===== config.mk =====
export PLATFORM = sky130hd
export DESIGN_NAME = alu_op_sequencer
export DESIGN_NICKNAME = d
export VERILOG_FILES = /design/src/rtl/alu_op_sequencer.sv
export SDC_FILE = /design/constraint.sdc
export NUM_CORES = 1
export LEC_CHECK = 0
export CELL_PAD_IN_SITES_DETAIL_PLACEMENT = 1
export CELL_PAD_IN_SITES_GLOBAL_PLACEMENT = 2
export CORE_ASPECT_RATIO = 1.75
export CORE_MARGIN = 2
export CORE_UTILIZATION = 27
export CTS_BUF_LIST = sky130_fd_sc_hd__clkbuf_4 sky130_fd_sc_hd__clkbuf_8
export DETAILED_ROUTE_END_ITERATION = 6
export PLACE_DENSITY = 0.9
export RECOVER_POWER = 25
export SLEW_MARGIN = 20
export SYNTH_ARGS = -nofsm -noshare
export SYNTH_HDL_FRONTEND = slang
export SYNTH_SLANG_ARGS = --single-unit

===== constraint.sdc =====
create_clock -name clk -period 4.4 [get_ports clk]
set_input_delay 0.66 -clock clk [delete_from_list [all_inputs] [get_ports clk]]
set_output_delay 0.66 -clock clk [all_outputs]
set_load 0.01 [all_outputs]

===== src/rtl/alu_op_sequencer.sv =====
// ============================================================================
// alu_op_sequencer : per-cycle datapath strobes for one register-register ALU op
// Optional build macro SEQ_R0_GUARD_EN: write-back to register 0 is suppressed.
// Revision 1.0
// ============================================================================
`default_nettype none

module alu_op_sequencer #(
    parameter int NREG     = 16,
    parameter int ALU_WAIT = 0
) (
    input  logic            clk,
    input  logic            clr,
    input  logic            start,
    input  logic [3:0]      opcode,
    input  logic [3:0]      ra,
    input  logic [3:0]      rb,
    input  logic [3:0]      rc,
    output logic [NREG-1:0] reg_select,
    output logic            RY_select_write,
    output logic [12:0]     alu_select,
    output logic            ZHI_select_write,
    output logic            ZLO_select_write,
    output logic            ZHI_select,
    output logic            ZLO_select,
    output logic            HI_select_write,
    output logic            LO_select_write,
    output logic            RF_enable,
    output logic [3:0]      RF_write,
    output logic            busy,
    output logic            done,
    output logic            illegal
);

    localparam logic [3:0] OP_MUL    = 4'd4;
    localparam logic [3:0] OP_DIV    = 4'd5;
    localparam logic [3:0] OP_NEG    = 4'd11;
    localparam logic [3:0] OP_NOT    = 4'd12;
    localparam logic [3:0] OP_LAST   = 4'd12;
    localparam logic [3:0] WAIT_INIT = 4'(ALU_WAIT);

    localparam logic [2:0] ST_IDLE  = 3'd0;
    localparam logic [2:0] ST_LOADY = 3'd1;
    localparam logic [2:0] ST_EXEC  = 3'd2;
    localparam logic [2:0] ST_WB    = 3'd3;
    localparam logic [2:0] ST_MVHI  = 3'd4;
    localparam logic [2:0] ST_MVLO  = 3'd5;
    localparam logic [2:0] ST_DONE  = 3'd6;

    logic [2:0] state_q, state_d;
    logic [3:0] wait_q,  wait_d;
    logic [3:0] op_q, ra_q, rb_q, rc_q;

    logic w_accept;
    logic w_in_illegal, w_in_unary;
    logic w_muldiv, w_unary, w_illegal;
    logic w_exec_last;

    function automatic logic [NREG-1:0] onehot_reg(input logic [3:0] idx);
        logic [NREG-1:0] v;
        v = '0;
        for (int i = 0; i < NREG; i++) begin
            if (int'(idx) == i) begin
                v[i] = 1'b1;
            end
        end
        return v;
    endfunction

    assign w_accept     = (state_q == ST_IDLE) && start;
    assign w_in_illegal = (opcode > OP_LAST);
    assign w_in_unary   = (opcode == OP_NEG) || (opcode == OP_NOT);

    assign w_muldiv     = (op_q == OP_MUL) || (op_q == OP_DIV);
    assign w_unary      = (op_q == OP_NEG) || (op_q == OP_NOT);
    assign w_illegal    = (op_q > OP_LAST);
    assign w_exec_last  = (wait_q == 4'd0);

    // State, wait counter and the instruction fields captured at acceptance.
    always_ff @(posedge clk or negedge clr) begin
        if (!clr) begin
            state_q <= ST_IDLE;
            wait_q  <= 4'd0;
            op_q    <= 4'd0;
            ra_q    <= 4'd0;
            rb_q    <= 4'd0;
            rc_q    <= 4'd0;
        end else begin
            state_q <= state_d;
            wait_q  <= wait_d;
            if (w_accept) begin
                op_q <= opcode;
                ra_q <= ra;
                rb_q <= rb;
                rc_q <= rc;
            end
        end
    end

    always_comb begin
        state_d = state_q;
        wait_d  = wait_q;
        case (state_q)
            ST_IDLE: begin
                if (start) begin
                    if (w_in_illegal) begin
                        state_d = ST_DONE;
                    end else if (w_in_unary) begin
                        // NEG/NOT are never slow ops, so EXEC is a single cycle.
                        state_d = ST_EXEC;
                        wait_d  = 4'd0;
                    end else begin
                        state_d = ST_LOADY;
                    end
                end
            end
            ST_LOADY: begin
                state_d = ST_EXEC;
                wait_d  = w_muldiv ? WAIT_INIT : 4'd0;
            end
            ST_EXEC: begin
                if (w_exec_last) begin
                    state_d = w_muldiv ? ST_MVHI : ST_WB;
                end else begin
                    wait_d = wait_q - 4'd1;
                end
            end
            ST_WB:   state_d = ST_DONE;
            ST_MVHI: state_d = ST_MVLO;
            ST_MVLO: state_d = ST_DONE;
            ST_DONE: state_d = ST_IDLE;
            default: begin
                state_d = ST_IDLE;
                wait_d  = 4'd0;
            end
        endcase
    end

    // Strobes depend only on registered state, so there is no input-to-output path.
    always_comb begin
        reg_select       = '0;
        RY_select_write  = 1'b0;
        alu_select       = '0;
        ZHI_select_write = 1'b0;
        ZLO_select_write = 1'b0;
        ZHI_select       = 1'b0;
        ZLO_select       = 1'b0;
        HI_select_write  = 1'b0;
        LO_select_write  = 1'b0;
        RF_enable        = 1'b0;
        RF_write         = 4'd0;
        busy             = (state_q != ST_IDLE);
        done             = 1'b0;
        illegal          = 1'b0;
        case (state_q)
            ST_LOADY: begin
                reg_select      = onehot_reg(rb_q);
                RY_select_write = 1'b1;
            end
            ST_EXEC: begin
                reg_select = onehot_reg(w_unary ? rb_q : rc_q);
                if (!w_illegal) begin
                    alu_select = 13'd1 << op_q;
                end
                ZHI_select_write = w_exec_last;
                ZLO_select_write = w_exec_last;
            end
            ST_WB: begin
                ZLO_select = 1'b1;
`ifdef SEQ_R0_GUARD_EN
                if (ra_q != 4'd0) begin
                    RF_enable = 1'b1;
                    RF_write  = ra_q;
                end
`else
                RF_enable = 1'b1;
                RF_write  = ra_q;
`endif
            end
            ST_MVHI: begin
                ZHI_select      = 1'b1;
                HI_select_write = 1'b1;
            end
            ST_MVLO: begin
                ZLO_select      = 1'b1;
                LO_select_write = 1'b1;
            end
            ST_DONE: begin
                done    = 1'b1;
                illegal = w_illegal;
            end
            default: begin
                busy = 1'b0;
            end
        endcase
    end

endmodule

`default_nettype wire


==> results.py <==
metrics = {
    "run_status": {
        "outcome": "finished clean",
    },
    "synth": {
        "synth.mux.area_fraction": 0.0964,
        "synth_commonest_cells": "nor2_1, dfrtp_1, mux2_2, nand2_1",
        "synth_area_um2": 1640,
        "netlist.area_leader.share": 0.352,
        "seq_area_frac_synth": 0.352,
        "ys_warn_count": 0,
        "synth_nets": 208,
        "synth_simple_gate_area_share": 0.323,
        "syn_area_per_cell_um2": 8.70,
        "ys_seq_elements": 23,
        "ys_top_cells_by_area": "dfrtp_1, mux2_2, nor2_1, nand2_1, and2_1",
        "netlist_instances": 188,
        "synth_compound_area_frac": 0.159,
        "yosysMostFrequentCell": "nor2_1",
        "synth_top_family_by_area": "simple AND/OR/NAND/NOR gates",
        "synth-async-reset-ratio": 1.00,
        "synth_xor_area_frac": 0.0107,
        "ys_types": 47,
        "synth_area_leader_cell": "dfrtp_1",
        "ys.flop_type": "dfrtp_1",
        "synthAdderAreaFrac": 0.00765,
        "synth_edf_count": 0,
    },
    "cells_and_area": {
        "drive_gt1_frac": 0.110,
        "multiInputGateArea_um2": 976,
        "area_growth_pct": 43.5,
        "fillCellCount": 706,
        "nNetsFinal": 266,
        "register_area_um2": 576,
        "antenna_cells": 0,
    },
    "grt": {
        "globalRoute.busiestLayer": "met2",
        "met2_usage": 0.283,
        "grt_usage": 0.148,
        "groute.layer.met1.usage": 0.166,
        "grt_pass1_vias": 1634,
        "use_met3": 0.0157,
        "grt_max_degree": 24,
        "antenna_found_initial": 0,
        "grt_pass1_wl_um": 7950,
        "grt_overflow": 0,
    },
    "worst_setup_path": {
        "cp.depth": 5,
        "start_kind": "flop",
        "worstPathMaxFanout": 17,
        "end_kind": "output port",
        "r2r_slack_ns": 2.36,
        "timing.rr.end": "wait_q[1]$_DFFE_PN0P_",
        "crit_arrival_ns": 2.70,
        "worstPathCellList": "nand4bb_2 > o221ai_1 > a41oi_1 > o31ai_1 > clkdlybuf4s50_1",
        "cp_slowest_cell": "clkdlybuf4s50_1",
        "worstReg2RegStart": "state_q[1]$_DFFE_PN0P_",
        "path_buf_inv": 1,
        "path_class": "reg -> out",
        "worstRegToRegCells": 5,
        "cp_top_family": "compound AO/OA/AOI/OAI gates",
        "endpoint": "reg_select[0]",
        "slowest_delay_ns": 0.58,
        "crit_required_ns": 3.74,
        "startpoint": "op_q[1]$_DFFE_PN0P_",
    },
    "sta": {
        "final_max_slew_viol_count": 0,
        "fin_crit_ns": 3.36,
        "fin_skew_ns": 0.00373,
        "maxSlewHeadroom": 0.147,
        "rsz0062_at_grt": "false",
        "max_freq_mhz": 298,
        "worst_pin_slew_ns": 1.28,
        "setup_viol": 0,
        "hold_violations": 0,
        "timing.final.crit_share": 0.763,
        "finalSetupTns_ns": 0,
    },
    "placement": {
        "dpl.hpwl_um": 3840,
        "place.gp.congestion": 0.731,
        "portBuffers": 62,
    },
    "power": {
        "ir_worst_vdd_mv": 0.176,
        "finalPower_mw": 1.37,
        "power_density_nw_per_um2": 586,
        "p_leak_nw": 0.874,
    },
    "routing": {
        "wl_um": 4830,
        "vias_per_cell": 4.92,
        "firstDrtPassIters": 4,
        "via_count": 1590,
        "wire_per_inst_um": 14.9,
        "drt_iter0_drc": 43,
        "ant_nets": 0,
        "drc_errors": 0,
    },
    "clock_tree": {
        "cts.sink_count": 23,
        "cts_resized": 0,
        "h-tree-depth": 1,
        "cts_tree": "done",
        "post_cts_buffers": 0,
        "clockBufferDepth": 2,
        "clk_pin_slew_worst_paths_ns": 0.09,
        "cts-root-buf": "clkbuf_8",
        "cts_hold_buf": 0,
        "cts_inserted_buffers": 3,
        "clock_latency_ns": 0.26,
    },
    "die": {
        "dieArea_um2": 6720,
        "fp.dieH_um": 107,
        "io-pin-count": 63,
        "coreArea_um2": 5880,
        "row_count": 37,
        "start_util": 0.278,
        "chipWidth_um": 62.8,
    },
    "hold_path": {
        "hp-class": "reg -> reg",
        "hp-start": "ra_q[1]$_DFFE_PN0P_",
        "whs_path_depth": 1,
    },
    "run": {
        "maxCapViolCount": 0,
    },
}
metrics by stage:
stage | hold slack [ns] | setup WS (ns) | utilization | instances | instance area [um2]
6_report | 0.513 | 1.04 | 0.399 | 323 | 2350
5_1_grt | 0.534 | 0.807 | 0.399 | 323 | 2350
4_1_cts | 0.517 | 1.05 | 0.398 | 322 | 2340
3_5_place_dp | 0.495 | 1.33 | 0.390 | 318 | 2290
3_3_place_gp | 0.485 | 1.30 | 0.390 | 318 | 2290
2_1_floorplan | 0.364 | 2.16 | - | 188 | 1640
worst min-delay path by stage:
stage | end | slack, ns
after global placement | ra_q[1]$_DFFE_PN0P_ | 0.49
after CTS | ra_q[1]$_DFFE_PN0P_ | 0.52
final | ra_q[1]$_DFFE_PN0P_ | 0.51
after global routing | ra_q[2]$_DFFE_PN0P_ | 0.53
after floorplan | op_q[0]$_DFFE_PN0P_ | 0.36
after detailed placement | ra_q[1]$_DFFE_PN0P_ | 0.50
logic make-up (layout without fill, tap and decap cells):
kind of cell	after synthesis	in the layout
muxes	14	14
adders and majority gates	1	1
DFF	23	23
xor gates and xnor gates	2	2
AOI/OAI and AO/OA	36	36
and+or+nand+nor	96	96
buffers and inverters	16	73
metal layers:
layer	vias up	routed length [um]
met1	774	1950
met5	-	0
met4	0	82
li1	785	-
met3	4	92
met2	27	2700
sequential cells by signal, summed over array words and instances, names as in the netlist:
register / cells
op_q: 4
ra_q: 4
rb_q: 4
rc_q: 4
wait_q: 4
state_q: 3
layout by cell type, fill, tap and decap left out, types with 3 or more instances in the layout:
master           instances
nor3_1                   8
nand2b_1                 4
a31oi_1                  5
nand3b_1                 3
clkdlybuf4s50_1         61
nor2_1                  40
inv_1                    6
o21ai_0                  8
mux2_2                  14
nand3_1                  5
nor3b_1                  4
clkbuf_8                 4
and2_1                   7
a21oi_1                  4
nand2_1                 14
dfrtp_1                 23
power breakdown:
group / internal [mW] / switching [mW] / total, mW / leakage, nW
sequential: 0.298 / 0.182 / 0.480 / 0.283
combinational: 0.394 / 0.369 / 0.763 / 0.565
clock: 0.0631 / 0.0690 / 0.132 / 0.0255
layout make-up:
cell class | count | area share
inverter | 6 | 0.00960
clock buffer | 3 | 0.0176
multi-input combinational | 149 | 0.416
tap | 78 | 0.0416
timing repair buffer | 63 | 0.268
sequential | 23 | 0.245
clock inverter | 1 | 0.00213
(Power assumes the default switching activity.)
